[src/rtl/gullfaxi_rx_port.sv]
// Gullfaxi output-port receiver: grants a switch request only when a
// worst-case packet fits, captures and length-checks the packet, and commits
// good packets into a store-and-forward FIFO drained as a valid/ready stream.
module gullfaxi_rx_port #(
  parameter int DATA_W  = 8,
  parameter int LEN_W   = 8,
  parameter int DEPTH   = 512,
  parameter int MAX_PKT = 255,
  parameter int TIMEOUT = 16
) (
  input  logic              clk,
  input  logic              reset,
  input  logic              o_req,
  output logic              o_grant,
  input  logic              o_start,
  input  logic [LEN_W-1:0]  o_length,
  input  logic [DATA_W-1:0] o_data,
  input  logic              o_end,
  output logic              m_valid,
  output logic [DATA_W-1:0] m_data,
  output logic              m_last,
  input  logic              m_ready,
  output logic [15:0]       pkt_count,
  output logic              err_len,
  output logic              err_timeout
);

  localparam int AW = $clog2(DEPTH);
  localparam int PW = AW + 1;
  localparam int TW = $clog2(TIMEOUT + 1);

  typedef enum logic [1:0] {
    IDLE,
    GRANT,
    RECV,
    DISCARD
  } state_t;

  state_t            state;
  logic [PW-1:0]     wr_spec;
  logic [PW-1:0]     wr_com;
  logic [PW-1:0]     rd_ptr;
  logic [LEN_W-1:0]  len_q;
  logic [LEN_W-1:0]  cnt;
  logic [TW-1:0]     tmo;

  logic [DATA_W:0]   mem [DEPTH];

  logic [PW-1:0]     used;
  logic [PW-1:0]     free;
  logic              free_ok;
  logic              len_bad;
  logic [LEN_W-1:0]  cnt_inc;
  logic              wr_en;
  logic              wr_last;
  logic [DATA_W:0]   head;

  // Space accounting, length legality and FIFO write qualification.
  always_comb begin
    used    = wr_spec - rd_ptr;
    free    = PW'(DEPTH) - used;
    free_ok = (free >= PW'(MAX_PKT));
    len_bad = (o_length == '0) || ({1'b0, o_length} > (LEN_W + 1)'(MAX_PKT));
    cnt_inc = cnt + LEN_W'(1);
    wr_en   = 1'b0;
    wr_last = 1'b0;
    case (state)
      GRANT: begin
        wr_en   = o_start;
        wr_last = o_start && o_end && !len_bad && (o_length == LEN_W'(1));
      end
      RECV: begin
        wr_en   = 1'b1;
        wr_last = o_end && (cnt_inc == len_q);
      end
      default: ;
    endcase
  end

  // FIFO storage: data word plus last flag, written at the speculative pointer.
  always_ff @(posedge clk) begin
    if (wr_en) begin
      mem[wr_spec[AW-1:0]] <= {wr_last, o_data};
    end
  end

  // Read side only ever sees committed words; outputs forced to 0 when empty.
  always_comb begin
    head    = mem[rd_ptr[AW-1:0]];
    m_valid = (wr_com != rd_ptr);
    m_data  = m_valid ? head[DATA_W-1:0] : '0;
    m_last  = m_valid ? head[DATA_W] : 1'b0;
  end

  // Receive FSM with commit/rollback of the speculative pointer and read advance.
  always_ff @(posedge clk) begin
    if (!reset) begin
      state       <= IDLE;
      wr_spec     <= '0;
      wr_com      <= '0;
      rd_ptr      <= '0;
      len_q       <= '0;
      cnt         <= '0;
      tmo         <= '0;
      o_grant     <= 1'b0;
      pkt_count   <= '0;
      err_len     <= 1'b0;
      err_timeout <= 1'b0;
    end else begin
      err_len     <= 1'b0;
      err_timeout <= 1'b0;

      if (m_valid && m_ready) begin
        rd_ptr <= rd_ptr + PW'(1);
      end

      case (state)
        IDLE: begin
          if (o_req && free_ok) begin
            state   <= GRANT;
            o_grant <= 1'b1;
            tmo     <= TW'(TIMEOUT);
          end
        end

        GRANT: begin
          if (o_start) begin
            len_q <= o_length;
            if (len_bad) begin
              err_len <= 1'b1;
              wr_spec <= wr_com;
              if (o_end) begin
                state   <= IDLE;
                o_grant <= 1'b0;
              end else begin
                state <= DISCARD;
              end
            end else if (o_end) begin
              if (o_length == LEN_W'(1)) begin
                wr_spec   <= wr_spec + PW'(1);
                wr_com    <= wr_spec + PW'(1);
                pkt_count <= pkt_count + 16'd1;
              end else begin
                err_len <= 1'b1;
                wr_spec <= wr_com;
              end
              state   <= IDLE;
              o_grant <= 1'b0;
            end else begin
              wr_spec <= wr_spec + PW'(1);
              cnt     <= LEN_W'(1);
              state   <= RECV;
            end
          end else if (tmo == TW'(1)) begin
            // Counter would reach 0 on this edge: give up on the packet.
            err_timeout <= 1'b1;
            state       <= IDLE;
            o_grant     <= 1'b0;
          end else begin
            tmo <= tmo - TW'(1);
          end
        end

        RECV: begin
          if (o_end) begin
            if (cnt_inc == len_q) begin
              wr_spec   <= wr_spec + PW'(1);
              wr_com    <= wr_spec + PW'(1);
              pkt_count <= pkt_count + 16'd1;
            end else begin
              err_len <= 1'b1;
              wr_spec <= wr_com;
            end
            state   <= IDLE;
            o_grant <= 1'b0;
          end else if (cnt_inc == len_q) begin
            err_len <= 1'b1;
            wr_spec <= wr_com;
            state   <= DISCARD;
          end else begin
            wr_spec <= wr_spec + PW'(1);
            cnt     <= cnt_inc;
          end
        end

        DISCARD: begin
          if (o_end) begin
            state   <= IDLE;
            o_grant <= 1'b0;
          end
        end

        default: begin
          state   <= IDLE;
          o_grant <= 1'b0;
        end
      endcase
    end
  end

endmodule
[config.mk]
export PLATFORM = sky130hd
export DESIGN_NAME = gullfaxi_rx_port
export DESIGN_NICKNAME = d
export VERILOG_FILES = /design/src/rtl/gullfaxi_rx_port.sv
export SDC_FILE = /design/constraint.sdc
export NUM_CORES = 2
export LEC_CHECK = 0
export CAP_MARGIN = 15
export CORE_ASPECT_RATIO = 0.5
export CORE_MARGIN = 8
export CORE_UTILIZATION = 55
export CTS_CLUSTER_DIAMETER = 120
export DETAILED_ROUTE_END_ITERATION = 12
export PLACE_DENSITY = 0.76
export SLEW_MARGIN = 20
export SYNTH_ARGS = -nofsm -noshare
export SYNTH_HDL_FRONTEND = slang
export SYNTH_MEMORY_MAX_BITS = 65536
export SYNTH_SLANG_ARGS = --single-unit
[constraint.sdc]
create_clock -name clk -period 14.94 [get_ports clk]
set_input_delay 2.988 -clock clk [delete_from_list [all_inputs] [get_ports clk]]
set_output_delay 2.988 -clock clk [all_outputs]
set_load 0.02 [all_outputs]
======== After elaboration in Yosys (flattened, before gate mapping) ========
Memories as Yosys holds them, arrays and structs flattened. A register that Yosys moved wholly into a read port is not among the register bits.
Cells that the tools add are included.
storage, ports and cells
  bits in registers ....................... 72
  RAM bits ................................ 4608
  output and inout port bits .............. 29
  word-level logic and storage cells ...... 127
  memories kept ........................... 1
operators by class
  $add $sub $neg .......................... 7
  $lt $le $gt $ge ......................... 1
  equality and inequality tests ........... 22
  muxes and demuxes ....................... 62
  bitwise gates (word level) .............. 2
  reduce and logical (&&, ||, !) cells .... 21
memories
  memory  words  bits a word  rd ports  clocked after Yosys merged registers in  write ports  RTL line  text
  mem     512    9            1         1                                        1            47        logic [DATA_W:0] mem [DEPTH];
operators by type and width
  cell                                                                number
  2-to-1 mux 10 bit                                                   11
  2-to-1 mux 16 bit                                                   6
  2-to-1 mux 8 bit                                                    6
  one-hot mux 10 bit (2 select lines)                                 2
  one-hot mux 16 bit (2 select lines)                                 1
  != test 2 bit, second input constant                                13
  adder 10 x 1 -> 10 bit, second input constant                       2
  2-to-1 mux 2 bit                                                    9
  2-to-1 mux 9 bit                                                    2
  adder 16 x 1 -> 16 bit, second input constant                       1
  one-hot mux 8 bit (2 select lines)                                  1
  2-to-1 mux 1 bit                                                    15
  2-to-1 mux 5 bit                                                    3
  greater-or-equal comparator 10 x 8 -> 1 bit, second input constant  1
  != test 10 bit                                                      1
  one-hot mux 5 bit (2 select lines)                                  1
  subtractor 10 bit                                                   1
  subtractor 10 bit, first input constant                             1
  adder 8 x 1 -> 8 bit, second input constant                         1
  equality test 8 x 1 -> 1 bit, second input constant                 1
  equality test 8 bit                                                 1
  logical NOT 8 bit                                                   1
  one-hot mux 2 bit (4 select lines)                                  1
  AND reduction 4 bit                                                 2
  other kinds (18)                                                    31

======== Logic depth before layout (Yosys ltp) ========
  depth after elaboration ................. 6
  gate-level depth with buffers ........... 15
  mapped depth without buffers ............ 14

======== Worst setup path before layout ========
No wires, ideal clock.
  kind .................................... input port to flip-flop
  start point ............................. in o_length[4]
  end point ............................... mem mem[0][8] (netlist bit), data pin
  library setup time ...................... 1.543 ns
  arrival ................................. 10.167 ns
  required time ........................... 13.397 ns
  setup slack ............................. 3.230 ns
  stages on the path ...................... 4
  cell sequence ........................... nor4_1 nand2_1 o31ai_1 and2_1
between the ends
  cells in the longest elaborated chain, start to end .. 5
  elaborated cells between the ends (all ways) .. 6
  classes of those cells .................. 1 x eq/ne; 1 x mux; 4 x reduce/logical
ends and longest elaborated chain
  element                               RTL line  text
  from (decl)                           16        input logic [LEN_W-1:0] o_length,
  logical NOT 8 bit                     63        len_bad = (o_length == '0) || ({1'b0, o_length} > (LEN_W + 1)'(MAX_PKT));
  logical NOT 1 bit                     70        wr_last = o_start && o_end && !len_bad && (o_length == LEN_W'(1));
  logical AND 1 bit                     70
  logical AND 1 bit *                   70
  one-hot mux 1 bit (2 select lines) *  67        case (state)
  net wr_last                           55        logic wr_last;
  to (decl)                             47
The timed path passes the listed nets; every way through them passes the cells marked *.

==> reports/metrics.cfg <==
[drt]
drc = 0
routedWlPerCell_microns = 33.1
ant_nets = 0
first_iter_violations = 14900
via_count = 92800
wl_microns = 456000
avgViaCountPerCell = 6.73
dr.pass1.iters = 6

[clock_tree]
cts_tree = built
numCtsBuffers = 398
ctsHoldBuffers = 0
cts_root_buffer = clkbuf_16
clkTransAtPathRegs_ns = 0.07
cts_setup_buffers = 0
htreeDepth = 5
clock_path_buffers = 4
clock-sinks = 4689
clk_latency_ns = 0.95
post_cts_resized = 0

[floorplanning]
top_level_ports = 51
row_count = 149
die_h_microns = 424
die_area_sq_mm = 0.352
die_x_microns = 831
start_util_pct = 55.3
core_sq_mm = 0.330

[global_route]
antenna_found_initial = 35
grt_util_all_layers_pct = 25.3
grt_pass1_wl_microns = 651000
grt_start_max_net_pins = 206
grt_pass1_vias = 91500
grt-ovfl-total = 0

[run_status]
status = finished, final reports clean

[place]
dp_hpwl_microns = 262000
port_buffers = 50
gp_congestion = 0.851
place_ws_ns = 5.72

[pwr]
vdd_drop_max_mv = 0.0966
clkPwrFrac_pct = 40.8
switching_share_pct = 20.2
combinationalPowerShare_pct = 1.6
p_switching_w = 0.00505
p_int_w = 0.0200
p_per_area_mw_per_mm2 = 125
seqPwrFrac_pct = 57.6
total_power_w = 0.0250
p_leak_nw = 57.9

[cells_and_area]
area_delta_synth_final_pct = 9.48
drive_gt1_share_pct = 19.5
nFillCells = 21900
fin_nets = 9040

[critical_path]
cp.required_ns = 11.95
critical_path_buf_inv_count = 3
cp-end-kind = output pin
crit_fanout = 93
cpPeakStageDelay_ns = 0.76
cpMaxStageDelayCell = buf_4
crit_type = reg2out
crit_arrival_ns = 7.00
cp-start-kind = register
cp_top_family = buffers and inverters
cp_cell_sequence = buf_4 -> buf_12 -> mux4_1 -> nor3_1 -> nor4_1 -> o211ai_1 -> or4b_1 -> nor4_4 -> nor2b_1 -> o221ai_1 -> clkdlybuf4s50_1

[yosys]
async_flop_share_pct = 0
synth_edf_count = 4608
synth_nets = 8943
ys.flop_type = edfxtp_1
netlist_instances = 8888
ys_seq_elements = 4689
syn_area_per_cell_sq_um = 20.6
syn-cell-area_sq_mm = 0.183
ys_warn_count = 0
ys_seq_area_share_pct = 76.6
synth_cell_types = 90

[sta]
rsz0062_at_grt = no
postLayoutSetupSlackWorst_ns = 4.95
finalSetupTns_ns = 0
relSlewSlack_pct = 5.06
slew_violations = 0
hold_viol = 0
min_period_over_period_pct = 66.9
tightest_slew_ns = 1.42
fin_skew_ns = 0.0648
period_minus_slack_ns = 9.99
max_freq_ghz = 0.100
holdWs_ns = 0.473
setup_viol = 0

[job]
maxCapViolCount = 0

[min_path]
hold_path_class = reg2reg

-- power groups by stage --
stage	combinational, W	clock (W)	sequential [W]
floorplan	0.000142	0	0.0147
global placement	0.000386	0	0.0147
detailed placement	0.000405	0	0.0147
CTS	0.000406	0.0102	0.0144
global route	0.000436	0.0107	0.0144
finish	0.000412	0.0102	0.0144
-- metrics by stage --
| stage | util, % | instance area (sq um) | instances |
|---|---|---|---|
| 6_report | 60.6 | 200000 | 13800 |
| 5_1_grt | 60.6 | 200000 | 13700 |
| 4_1_cts | 60.5 | 200000 | 13700 |
| 3_5_place_dp | 56.8 | 187000 | 13000 |
| 3_3_place_gp | 56.7 | 187000 | 13000 |
| 2_1_floorplan | - | 183000 | 8888 |
-- synth_stat cells (all sizes together) (10+ instances only) --
master | number | area [sq um]
buf | 316 | 2530
or4 | 21 | 158
nand4 | 39 | 244
a22o | 21 | 184
o211ai | 40 | 300
nand2 | 198 | 743
inv | 33 | 124
nor3 | 121 | 606
mux2i | 360 | 3600
nor4 | 55 | 344
o21ai | 45 | 225
xor2 | 25 | 219
a2111oi | 14 | 123
o32ai | 17 | 149
nor2b | 26 | 163
edfxtp | 4608 | 138000
o2111ai | 18 | 164
nand3 | 102 | 515
dfxtp | 81 | 1620
ha | 32 | 400
a22oi | 201 | 1510
a211o | 13 | 114
a31oi | 18 | 113
and2 | 27 | 169
or3 | 11 | 68.8
mux4 | 1006 | 22700
o22ai | 179 | 1120
a21oi | 116 | 596
a211oi | 43 | 323
a221oi | 32 | 280
xnor2 | 21 | 184
nor2 | 666 | 2500
clkbuf | 218 | 831
nand2b | 14 | 87.6
and3 | 29 | 181
mux2 | 10 | 113
-- placed cells by master (no fill, tap or decap), types with 24 or more instances in the layout --
cell and count:
nand2_1 197, edfxtp_1 4608, mux4_2 989, mux2i_1 360, clkdlybuf4s50_1 42, nor3_1 117, bufinv_16 28, dfxtp_1 73
clkbuf_16 408, o21ai_0 44, buf_4 163, and2_1 24, clkinv_1 103, a21oi_1 114, and3_1 29, clkbuf_1 72
o211ai_1 40, a211oi_1 41, o22ai_1 179, nor4_1 39, a221oi_1 32, ha_1 32, nand3_1 89, inv_1 30
clkinv_2 65, nand4_1 39, nor2_1 658, a22oi_1 201, diode_2 26, xor2_1 25
-- flip-flops by register name, summed over array words and instances (netlist names), named ones only --
signal	flops
wr_com	10
o_grant	1
pkt_count	16
wr_spec	10
rd_ptr	10
tmo	5
cnt	8
err_len	1
state	2
err_timeout	1
mem	4608
len_q	8
-- path summary, 6_finish.rpt --
kind | from | to | slack [ns] | depth (start not counted)
hold / removal | len_q[1] | len_q[1] | 0.47 | 2
setup / recovery | register | m_data[3] | 4.95 | 11
setup reg to reg | cnt[0] | mem[225][8] | 9.72 | 12
hold reg to reg | len_q[1] | len_q[1] | 0.47 | 2
-- layer usage --
| layer | up-vias | wire, microns | global-route usage (%) | part of all wire [%] |
|---|---|---|---|---|
| li1 | 37100 | - | - | - |
| met1 | 47900 | 166000 | 35.6 | 36 |
| met5 | - | 190 | 0 | 0.042 |
| met4 | 22 | 18600 | 9.33 | 4.1 |
| met2 | 6679 | 207000 | 37.9 | 45 |
| met3 | 1042 | 64400 | 7.56 | 14 |
-- worst reg2reg max path, cell delays in order, from the launching register on --
cell,delay (ns)
dfxtp_1,0.45
ha_1,0.31
and3_1,0.25
a21oi_1,0.10
nor4b_2,0.30
o2111ai_2,0.31
inv_1,0.13
ha_1,0.14
nand2_1,0.06
o31ai_1,0.11
and2_4,0.73
buf_4,0.83
buf_12,0.51
-- cell families (layout without fill, tap and decap cells) --
logic type	after synthesis	after routing	share of synthesized area [%]
xor gates and xnor gates	46	46	0.221
buffers and inverters	570	977	1.92
other	0	26	0
AOI/OAI and AO/OA	820	820	3.15
DFF	4689	4689	76.6
muxes	1376	1376	14.5
adders and majority gates	33	33	0.230
and+or+nand+nor	1354	1354	3.37
-- area by class of cell --
type | instances | area (sq um) | area share, %
inverters | 35 | 133 | 0.0663
clock inverters | 230 | 1940 | 0.969
diodes | 26 | 65.1 | 0.0325
clock buffers | 480 | 10500 | 5.24
repair buffers | 232 | 2150 | 1.08
multi-input cells | 3629 | 39600 | 19.8
well taps | 4454 | 5570 | 2.79
flip-flops and latches | 4689 | 140000 | 70.0
Power figures use the tool's default switching activity.
